<file path="src/rtl/cpri_comp_pkg.sv">
// Shared definitions for the CPRI PUSCH block-floating-point compress/decompress path.
// Holds the exponent and sample width constants plus the sideband record that
// travels alongside each I/Q sample.
package cpri_comp_pkg;

    localparam int unsigned SHIFT_W   = 4;
    localparam int unsigned SHIFT_MAX = 9;
    localparam int unsigned IQ_W      = 16;

    typedef struct packed {
        logic [6:0] slot;
        logic [3:0] symb;
        logic [8:0] prb;
        logic [3:0] ch_type;
        logic [7:0] info;
    } sideband_t;

    // Everything that rides the control pipeline next to the data path.
    typedef struct packed {
        logic      sel;
        logic      sop;
        logic      eop;
        logic      vld;
        logic      len_err;
        logic      shift_err;
        sideband_t sb;
    } ctrl_t;

endpackage

</file>
<file path="src/rtl/bfp_expand_lane.sv">
// bfp_expand_lane: re-expands one Num-bit two's complement mantissa to IQ_W bits.
// The mantissa is left-justified into IQ_W bits and arithmetically shifted right
// by the block exponent; the result is registered and forced to zero on invalid
// cycles.
//   clk, rst  clock and synchronous active-high reset
//   i_vld     sample valid
//   i_mant    Num-bit signed mantissa
//   i_shift   block exponent (0..15)
//   o_y       registered IQ_W-bit expanded sample
module bfp_expand_lane
    import cpri_comp_pkg::*;
#(
    parameter int unsigned Num = 7
) (
    input  logic               clk,
    input  logic               rst,
    input  logic               i_vld,
    input  logic [Num-1:0]     i_mant,
    input  logic [SHIFT_W-1:0] i_shift,
    output logic [IQ_W-1:0]    o_y
);

    logic signed [IQ_W-1:0] w_ext;
    logic        [IQ_W-1:0] r_y;

    assign w_ext = {i_mant, {(IQ_W - Num){1'b0}}};

    always_ff @(posedge clk) begin
        if (rst) begin
            r_y <= '0;
        end else if (i_vld) begin
            r_y <= w_ext >>> i_shift;
        end else begin
            r_y <= '0;
        end
    end

    assign o_y = r_y;

endmodule

</file>
<file path="src/rtl/decompress_bit.sv">
// decompress_bit: block-floating-point I/Q decompressor for the CPRI PUSCH path.
// Expands Num-bit I/Q mantissas to 16 bits each, checks PRB framing and exponent
// consistency, and delays controls/sideband so everything leaves 3 cycles later.
//   clk, rst                         clock and synchronous active-high reset
//   i_sel/i_sop/i_eop/i_vld          lane select, PRB start/end, sample valid
//   i_din                            {I mantissa, Q mantissa}
//   i_shift                          block exponent, latched on sop
//   i_slot_idx..i_info               sideband, delayed unchanged
//   o_sel/o_sop/o_eop/o_vld          delayed controls
//   o_dout                           {I[15:0], Q[15:0]}, zero on invalid cycles
//   o_slot_idx..o_info               delayed sideband
//   o_len_err / o_shift_err          per-sample error pulses, aligned to o_dout
module decompress_bit
    import cpri_comp_pkg::*;
#(
    parameter int unsigned Num     = 7,
    parameter int unsigned PRB_LEN = 12
) (
    input  logic               clk,
    input  logic               rst,
    input  logic               i_sel,
    input  logic               i_sop,
    input  logic               i_eop,
    input  logic               i_vld,
    input  logic [2*Num-1:0]   i_din,
    input  logic [SHIFT_W-1:0] i_shift,
    input  logic [6:0]         i_slot_idx,
    input  logic [3:0]         i_symb_idx,
    input  logic [8:0]         i_prb_idx,
    input  logic [3:0]         i_ch_type,
    input  logic [7:0]         i_info,
    output logic               o_sel,
    output logic               o_sop,
    output logic               o_eop,
    output logic               o_vld,
    output logic [31:0]        o_dout,
    output logic [6:0]         o_slot_idx,
    output logic [3:0]         o_symb_idx,
    output logic [8:0]         o_prb_idx,
    output logic [3:0]         o_type,
    output logic [7:0]         o_info,
    output logic               o_len_err,
    output logic               o_shift_err
);

    localparam int unsigned        CNT_W       = $clog2(PRB_LEN + 1);
    localparam logic [CNT_W-1:0]   CNT_MAX     = '1;
    localparam logic [CNT_W-1:0]   CNT_PRB     = CNT_W'(PRB_LEN);
    localparam logic [SHIFT_W-1:0] SHIFT_LIMIT = SHIFT_W'(SHIFT_MAX);

    logic [CNT_W-1:0]   r_cnt;
    logic [CNT_W-1:0]   w_cnt_inc;
    logic [CNT_W-1:0]   w_cnt_d;
    logic [SHIFT_W-1:0] r_shift_q;
    logic [SHIFT_W-1:0] w_shift_use;
    logic               w_len_err;
    logic               w_shift_err;
    ctrl_t              w_s1_ctrl;

    ctrl_t              r_s1_ctrl;
    logic [2*Num-1:0]   r_s1_din;
    logic [SHIFT_W-1:0] r_s1_shift;
    ctrl_t              r_s2_ctrl;
    ctrl_t              r_s3_ctrl;
    logic [31:0]        r_dout;
    logic [IQ_W-1:0]    w_y_i;
    logic [IQ_W-1:0]    w_y_q;

    // Framing and exponent checks; only valid samples touch cnt and shift_q.
    always_comb begin
        w_cnt_d     = r_cnt;
        w_len_err   = 1'b0;
        w_shift_err = 1'b0;
        // A sop sample uses its own exponent; everything else (including orphans)
        // uses the latched one.
        w_shift_use = (i_vld && i_sop) ? i_shift : r_shift_q;
        if (i_sop) begin
            w_cnt_inc = CNT_W'(1);
        end else if (r_cnt == CNT_MAX) begin
            w_cnt_inc = r_cnt;
        end else begin
            w_cnt_inc = r_cnt + 1'b1;
        end

        if (i_vld) begin
            w_cnt_d = i_eop ? '0 : w_cnt_inc;
            if (i_sop && (r_cnt != '0)) begin
                w_len_err = 1'b1;
            end
            if (!i_sop && (r_cnt == '0)) begin
                w_len_err = 1'b1;
            end
            if (i_eop && (w_cnt_inc != CNT_PRB)) begin
                w_len_err = 1'b1;
            end
            // Out-of-range exponent is flagged on every sample that uses it.
            if (w_shift_use > SHIFT_LIMIT) begin
                w_shift_err = 1'b1;
            end
            if (!i_sop && (i_shift != r_shift_q)) begin
                w_shift_err = 1'b1;
            end
        end
    end

    always_comb begin
        w_s1_ctrl.sel        = i_sel;
        w_s1_ctrl.sop        = i_sop;
        w_s1_ctrl.eop        = i_eop;
        w_s1_ctrl.vld        = i_vld;
        w_s1_ctrl.len_err    = w_len_err;
        w_s1_ctrl.shift_err  = w_shift_err;
        w_s1_ctrl.sb.slot    = i_slot_idx;
        w_s1_ctrl.sb.symb    = i_symb_idx;
        w_s1_ctrl.sb.prb     = i_prb_idx;
        w_s1_ctrl.sb.ch_type = i_ch_type;
        w_s1_ctrl.sb.info    = i_info;
    end

    always_ff @(posedge clk) begin
        if (rst) begin
            r_cnt      <= '0;
            r_shift_q  <= '0;
            r_s1_ctrl  <= '0;
            r_s1_din   <= '0;
            r_s1_shift <= '0;
            r_s2_ctrl  <= '0;
            r_s3_ctrl  <= '0;
            r_dout     <= '0;
        end else begin
            r_cnt <= w_cnt_d;
            if (i_vld && i_sop) begin
                r_shift_q <= i_shift;
            end
            r_s1_ctrl  <= w_s1_ctrl;
            r_s1_din   <= i_din;
            r_s1_shift <= w_shift_use;
            r_s2_ctrl  <= r_s1_ctrl;
            r_s3_ctrl  <= r_s2_ctrl;
            r_dout     <= {w_y_i, w_y_q};
        end
    end

    bfp_expand_lane #(
        .Num (Num)
    ) u_lane_i (
        .clk     (clk),
        .rst     (rst),
        .i_vld   (r_s1_ctrl.vld),
        .i_mant  (r_s1_din[2*Num-1:Num]),
        .i_shift (r_s1_shift),
        .o_y     (w_y_i)
    );

    bfp_expand_lane #(
        .Num (Num)
    ) u_lane_q (
        .clk     (clk),
        .rst     (rst),
        .i_vld   (r_s1_ctrl.vld),
        .i_mant  (r_s1_din[Num-1:0]),
        .i_shift (r_s1_shift),
        .o_y     (w_y_q)
    );

    assign o_sel       = r_s3_ctrl.sel;
    assign o_sop       = r_s3_ctrl.sop;
    assign o_eop       = r_s3_ctrl.eop;
    assign o_vld       = r_s3_ctrl.vld;
    assign o_len_err   = r_s3_ctrl.len_err;
    assign o_shift_err = r_s3_ctrl.shift_err;
    assign o_slot_idx  = r_s3_ctrl.sb.slot;
    assign o_symb_idx  = r_s3_ctrl.sb.symb;
    assign o_prb_idx   = r_s3_ctrl.sb.prb;
    assign o_type      = r_s3_ctrl.sb.ch_type;
    assign o_info      = r_s3_ctrl.sb.info;
    assign o_dout      = r_dout;

endmodule

</file>
<file path="config.mk">
export PLATFORM = sky130hd
export DESIGN_NAME = decompress_bit
export DESIGN_NICKNAME = d
export VERILOG_FILES = /design/src/rtl/cpri_comp_pkg.sv /design/src/rtl/bfp_expand_lane.sv /design/src/rtl/decompress_bit.sv
export SDC_FILE = /design/constraint.sdc
export NUM_CORES = 1
export LEC_CHECK = 0
export ABC_AREA = 1
export BUFFER_PORTS_ARGS = -buffer_cell sky130_fd_sc_hd__buf_2
export CAP_MARGIN = 20
export CORE_AREA = 8 8 117 119
export CTS_BUF_LIST = sky130_fd_sc_hd__clkbuf_4
export CTS_CLUSTER_SIZE = 30
export DETAILED_ROUTE_END_ITERATION = 12
export DIE_AREA = 0 0 125 127
export GPL_ROUTABILITY_DRIVEN = 1
export PLACE_DENSITY_LB_ADDON = 0.2
export SYNTH_ARGS = -nofsm -noshare
export SYNTH_HDL_FRONTEND = slang
export SYNTH_SLANG_ARGS = --single-unit
</file>
<file path="constraint.sdc">
create_clock -name clk -period 1.5 [get_ports clk]
set_input_delay 0.075 -clock clk [delete_from_list [all_inputs] [get_ports clk]]
set_output_delay 0.075 -clock clk [all_outputs]
set_load 0.02 [all_outputs]
</file>
Word-level counts from Yosys, hierarchy flattened
Cells that the tools add are included.
{"block": "op_classes", "n_reduce_logical": 10, "eq_ne": 3, "multipliers": 0, "n_bitwise": 2, "mux": 9, "magnitude_cmp": 1, "n_div": 0, "n_shift": 2, "add_sub_neg": 1}
{"cell": ">>> shifter 16 x 4 -> 16 bit", "n": 2}
{"cell": "2-to-1 mux 4 bit", "n": 4}
{"cell": "logical AND 1 bit", "n": 5}
{"cell": "2-to-1 mux 1 bit", "n": 5}
{"cell": "adder 4 x 1 -> 4 bit, second input constant", "n": 1}
{"cell": "equality test 4 bit, second input constant", "n": 1}
{"cell": "> comparator 4 bit, second input constant", "n": 1}
{"cell": "zero test 4 bit", "n": 1}
{"cell": "inequality test 4 bit", "n": 1}
{"cell": "inequality test 4 bit, second input constant", "n": 1}
{"cell": "nonzero test 4 bit", "n": 1}
{"cell": "OR reduction 2 bit", "n": 2}
{"cell": "inverter 1 bit", "n": 2}
{"cell": "zero test 1 bit", "n": 1}
{"block": "totals", "mem_bits_rw": 0, "rom_bits": 0, "mem_count": 0, "in_bits": 56, "elab_cells": 67, "latch_bits": 0, "ff_bits": 200, "out_inout_bits": 70}

Depth between registers and ports, before layout
{"block": "logic_depth", "depth_word": 6, "ltp_mapped": 10, "mapped_depth_nobuf": 8}

Cells and area by module
A second synthesis with hierarchy kept.
{"block": "hier_totals", "cells_unflattened": 825, "area_unflattened_um2": 6642.6}
{"module": "decompress_bit", "cells_each": 573, "instances": 1, "seq_area_each_um2": 3363.2, "area_per_inst_um2": 5008.6}
{"module": "bfp_expand_lane", "cells_each": 126, "instances": 2, "seq_area_each_um2": 320.3, "area_per_inst_um2": 817.0}

Least setup slack after synthesis
OpenSTA, ideal clock, no wires.
{"block": "synth_timing", "path_kind": "reg2reg", "from": "reg r_cnt[0]", "to": "reg r_s1_ctrl[33] in the netlist's numbering", "setup_time_ns": 0.116, "path_buffers": 0, "stages_incl_launch_ff": 9, "required_time_ns": 1.384, "synth_period_minus_slack_ns": 1.184, "arrival_time_ns": 1.068, "slack_ns": 0.316, "cell_sequence": "dfxtp_1 > ha_1 > nor2_1 > nor2_1 > nand2_1 > nor2_1 > nand3_1 > nand2_1 > a21oi_1"}
{"block": "synth_via", "elab_chain_cells": 6, "word_cells_on_any_way": 13, "cone_classes": "1 x add/sub; 2 x eq/ne; 5 x mux; 5 x reduce/logical"}
{"element": "start: declaration", "line": "decompress_bit.sv:51", "rtl": "logic [CNT_W-1:0] r_cnt;"}
{"element": "start signal: assignment", "line": "decompress_bit.sv:131", "rtl": "r_cnt <= w_cnt_d;"}
{"element": "adder 4 x 1 -> 4 bit or equality test 4 bit (tied branches)", "line": "decompress_bit.sv:82, decompress_bit.sv:79"}
{"element": "2-to-1 mux 4 bit", "line": "decompress_bit.sv:79", "rtl": "end else if (r_cnt == CNT_MAX) begin"}
{"element": "2-to-1 mux 4 bit", "line": "decompress_bit.sv:77", "rtl": "if (i_sop) begin"}
{"element": "inequality test 4 bit", "line": "decompress_bit.sv:93", "rtl": "if (i_eop && (w_cnt_inc != CNT_PRB)) begin"}
{"element": "logical AND 1 bit", "line": "decompress_bit.sv:93"}
{"element": "2-to-1 mux 1 bit (*)", "line": "decompress_bit.sv:93"}
{"element": "end signal: assignment", "line": "decompress_bit.sv:135", "rtl": "r_s1_ctrl <= w_s1_ctrl;"}
{"element": "end: declaration", "line": "decompress_bit.sv:60", "rtl": "ctrl_t r_s1_ctrl;"}
Every way passes the cells marked *; elsewhere a longest branch is shown, timed or not.
A chain may end at the register's enable or synchronous reset.

Worst setup path after layout
{"block": "layout_timing", "from": "reg r_s1_shift[0]", "to": "reg u_lane_q.r_y[6] (netlist: u_lane_q.o_y[6])"}
{"block": "layout_via", "elab_chain_cells": 1}
{"element": "start: declaration", "line": "decompress_bit.sv:62", "rtl": "logic [SHIFT_W-1:0] r_s1_shift;"}
{"element": "start signal: assignment", "line": "decompress_bit.sv:137", "rtl": "r_s1_shift <= w_shift_use;"}
{"element": ">>> shifter 16 x 4 -> 16 bit", "line": "bfp_expand_lane.sv:32", "rtl": "r_y <= w_ext >>> i_shift;"}
{"element": "end signal: assignment", "line": "bfp_expand_lane.sv:32"}
{"element": "end: declaration", "line": "bfp_expand_lane.sv:24", "rtl": "logic [IQ_W-1:0] r_y;"}
No other way between the ends.

==> results.sh <==
export IMPL_worstMarginPinSlew_ps=427.0
export IMPL_slew_violations=0
export IMPL_core_region_area_um2=11810
export IMPL_slowest_delay_ps=470
export IMPL_ios=126
export IMPL_area_growth_pct=24.02
export IMPL_grt_max_degree=105
export IMPL_ys_warn_count=0
export IMPL_yosysSeqAreaShare_pct=61.29
export IMPL_hold_path_class="input pin to register"
export IMPL_endpoint_kind="register"
export IMPL_status="finished, final reports clean"
export IMPL_drt_iter0_drc=214
export IMPL_cts_max_level=4
export IMPL_cts_made_buffers=17
export IMPL_wl_met3_um=965
export IMPL_rsz0062_at_grt="false"
export IMPL_finalSetupViolations=0
export IMPL_maxCapViolations=0
export IMPL_portBuffers=125
export IMPL_rows=40
export IMPL_ir_worst_vdd_mv=0.8245
export IMPL_crit_slowest_cell="dfxtp_1"
export IMPL_fp_dieH_um=127
export IMPL_fin_tns_setup_ps=0
export IMPL_critPathMaxFanout=16
export IMPL_via_per_inst=4.337
export IMPL_setup_slack_ps=142.6
export IMPL_ant_nets=0
export IMPL_grt_pass1_wl_um=21580
export IMPL_final_min_clock_period_ps=1357
export IMPL_wl_per_cell_um=11.13
export IMPL_hp_start="i_ch_type[0]"
export IMPL_nNetsFinal=1036
export IMPL_synth_cells=799
export IMPL_drive_gt1_share_pct=18.47
export IMPL_synth_lib_cells_used_distinct=28
export IMPL_routed_via_count=4935
export IMPL_whs_path_depth=4
export IMPL_dp_slack_ps=156.2
export IMPL_num_fill_cells=977
export IMPL_regToRegSetupSlack_ps=140
export IMPL_ff_latch_area_um2=4004
export IMPL_firstDrtPassIters=5
export IMPL_dp_final_hpwl_um=8331
export IMPL_required_ps=1930
export IMPL_start_util_pct=55.31
export IMPL_wirelength_um=12670
export IMPL_avgSynthCellArea_um2=8.176
export IMPL_timing_final_crit_share_pct=90.49
export IMPL_antenna_cells=0
export IMPL_drc=0
export IMPL_leakage_nw=4.075
export IMPL_clock_latency_ps=540
export IMPL_fin_worst_skew_ps=9.030
export IMPL_holdPathEnd="r_s1_ctrl[8]$_SDFF_PP0_"
export IMPL_cts_clk_slew_worst_paths_ps=140
export IMPL_antenna_found_initial=0
export IMPL_powerDensity_nw_per_um2=1107
export IMPL_worstPathCellList="buf_12 > nand2_1 > o21ai_0 > nor2_1 > nor2_1 > nor2_1 > nor2_1 > o21ai_0"
export IMPL_finalHoldViolations=0
export IMPL_grt_pass1_vias=4700
export IMPL_grt_overflow_total=0
export IMPL_clock_fmax_mhz=736.7
export IMPL_wl_met1_um=5645
export IMPL_multiInputGateArea_um2=1652
export IMPL_synth_area_um2=6533
export IMPL_relSlewSlack_pct=71.54
export IMPL_worstReg2RegEnd="u_lane_q.o_y[6]$_SDFF_PP0_"
export IMPL_top_layer="met4"
export IMPL_cp_arrival_ps=1790
export IMPL_crit_top_cell="nor2_1"
export IMPL_critical_path_class="register to register"
export IMPL_wl_met2_um=5861
export IMPL_ys_seq_elements=200
export IMPL_clock_path_buffers=2
export IMPL_clock_sinks=200
export IMPL_grtUsageTotal_pct=16.73
export IMPL_gp_congestion=0.8064
export IMPL_start_kind="register"
export IMPL_syn_nets=857
export IMPL_cts_root_buf="clkbuf_4"
export IMPL_cts_tree="done"
export IMPL_design_die_area_um2=15880
export IMPL_worstRegToRegCells=8
export IMPL_die_w_um=125
export IMPL_reg2reg_from="r_s1_shift[0]$_SDFF_PP0_"
-- critical path: cells and delay by family, from the launching register on --
kind / cells / cell delay [ps]
buf+inv: 1 / 180
simple gates: 5 / 430
flops: 1 / 470
compound gates: 2 / 180
-- power breakdown --
group / internal (W) / switching, W
Clock: 0.000991 / 0.00164
Combinational: 0.000343 / 0.000447
Sequential: 0.00549 / 0.0000628
Total: 0.00682 / 0.00215
-- per-stage QoR --
stage	power (W)	std cells	hold WS (ps)	instance area (um2)	util [%]
2_1_floorplan	0.006132	799	182.0	6533	-
3_3_place_gp	0.006319	1050	273.2	7274	61.59
3_5_place_dp	0.006334	1050	279.7	7274	61.59
4_1_cts	0.009069	1138	187.9	8099	68.57
5_1_grt	0.009415	1138	212.0	8102	68.59
6_report	0.008972	1138	262.3	8102	68.59
-- registers in the layout (all words and copies together), names as in the netlist, 7 cells and up --
| signal | flops |
|---|---|
| o_dout | 32 |
| o_info | 8 |
| o_prb_idx | 9 |
| o_slot_idx | 7 |
| r_s1_ctrl | 38 |
| r_s1_din | 14 |
| r_s2_ctrl | 38 |
| u_lane_i.o_y | 16 |
| u_lane_q.o_y | 16 |
-- synthesized netlist by cell type, drive strengths merged --
library cell / instances / share of area (%)
dfxtp: 200 / 61
inv: 189 / 11
nor2: 183 / 11
nand2: 121 / 7.1
o21ai: 35 / 2.9
buf: 19 / 2.0
a21oi: 13 / 1.3
nand3: 13 / 1.0
clkbuf: 10 / 0.57
o211ai: 4 / 0.54
nand4: 3 / 0.29
xnor2: 3 / 0.40
and2: 2 / 0.23
ha: 2 / 0.38
xor2: 2 / 0.27
-- final cells by class --
class	instances	area share, %
Clock inverter	14	1.591
Inverter	189	8.788
Multi-Input combinational cell	381	20.39
Sequential cell	200	49.42
Tap cell	147	2.270
Timing Repair Buffer	189	15.88
Clock buffer	18	1.668
-- placed cells by master, fill, tap and decap left out --
cell type,Yosys,final
a21oi_1,11,11
a21oi_4,2,2
o21ai_2,4,4
clkinvlp_4,0,1
bufinv_16,0,2
and2_1,1,1
inv_6,0,3
xor2_1,2,2
clkinv_2,0,4
nor2_2,1,1
nor2_1,180,180
nand2_1,117,117
nand4_1,3,3
inv_2,5,5
clkinv_1,0,4
buf_4,3,6
dfxtp_1,200,200
inv_4,1,1
nor2_4,2,2
dlygate4sd3_1,0,56
and2_4,1,1
buf_2,13,124
nand3_1,13,13
ha_1,2,1
ha_2,0,1
o21ai_1,19,19
buf_12,1,3
o21ai_0,12,12
clkbuf_4,0,18
o211ai_1,3,3
xnor2_1,3,3
inv_1,183,183
nand2_2,4,4
o211ai_2,1,1
-- per-layer routing --
metal | global-route usage [%] | vias to the layer above
met2 | 27.23 | 138
met1 | 19.32 | 2133
met4 | 7.378 | 0
met5 | 0 | -
li1 | - | 2646
met3 | 6.448 | 18
-- logic make-up (layout without fill, tap and decap cells) --
logic type	after synthesis	after routing	synth area share, %
compound gates	52	52	4.788
simple gates	322	322	19.40
xor+xnor	5	5	0.6705
fa+ha+maj	2	2	0.3830
flops	200	200	61.29
buf+inv	218	410	13.46
-- repair_timing --
action	in CTS	in global routing
hold buffers	56	0
setup buffers	0	0
setup endpoints to repair	0	2
hold endpoints to repair	67	0
gates resized for setup	0	1
-- worst max-delay path by stage --
stage | startpoint | endpoint | slack [ps] | cells past startpoint
floorplan | r_cnt[0]$_SDFFE_PP0P_ | r_s1_ctrl[33]$_SDFF_PP0_ | 320 | 8
global placement | r_cnt[0]$_SDFFE_PP0P_ | r_cnt[0]$_SDFFE_PP0P_ | 170 | 6
detailed placement | r_s1_shift[0]$_SDFF_PP0_ | u_lane_q.o_y[6]$_SDFF_PP0_ | 160 | 8
CTS | r_s1_shift[0]$_SDFF_PP0_ | u_lane_q.o_y[6]$_SDFF_PP0_ | 150 | 8
global route | r_s1_shift[0]$_SDFF_PP0_ | u_lane_q.o_y[14]$_SDFF_PP0_ | 8 | 8
finish | r_s1_shift[0]$_SDFF_PP0_ | u_lane_q.o_y[6]$_SDFF_PP0_ | 140 | 8
No activity file was read; power rests on OpenSTA's default activity.
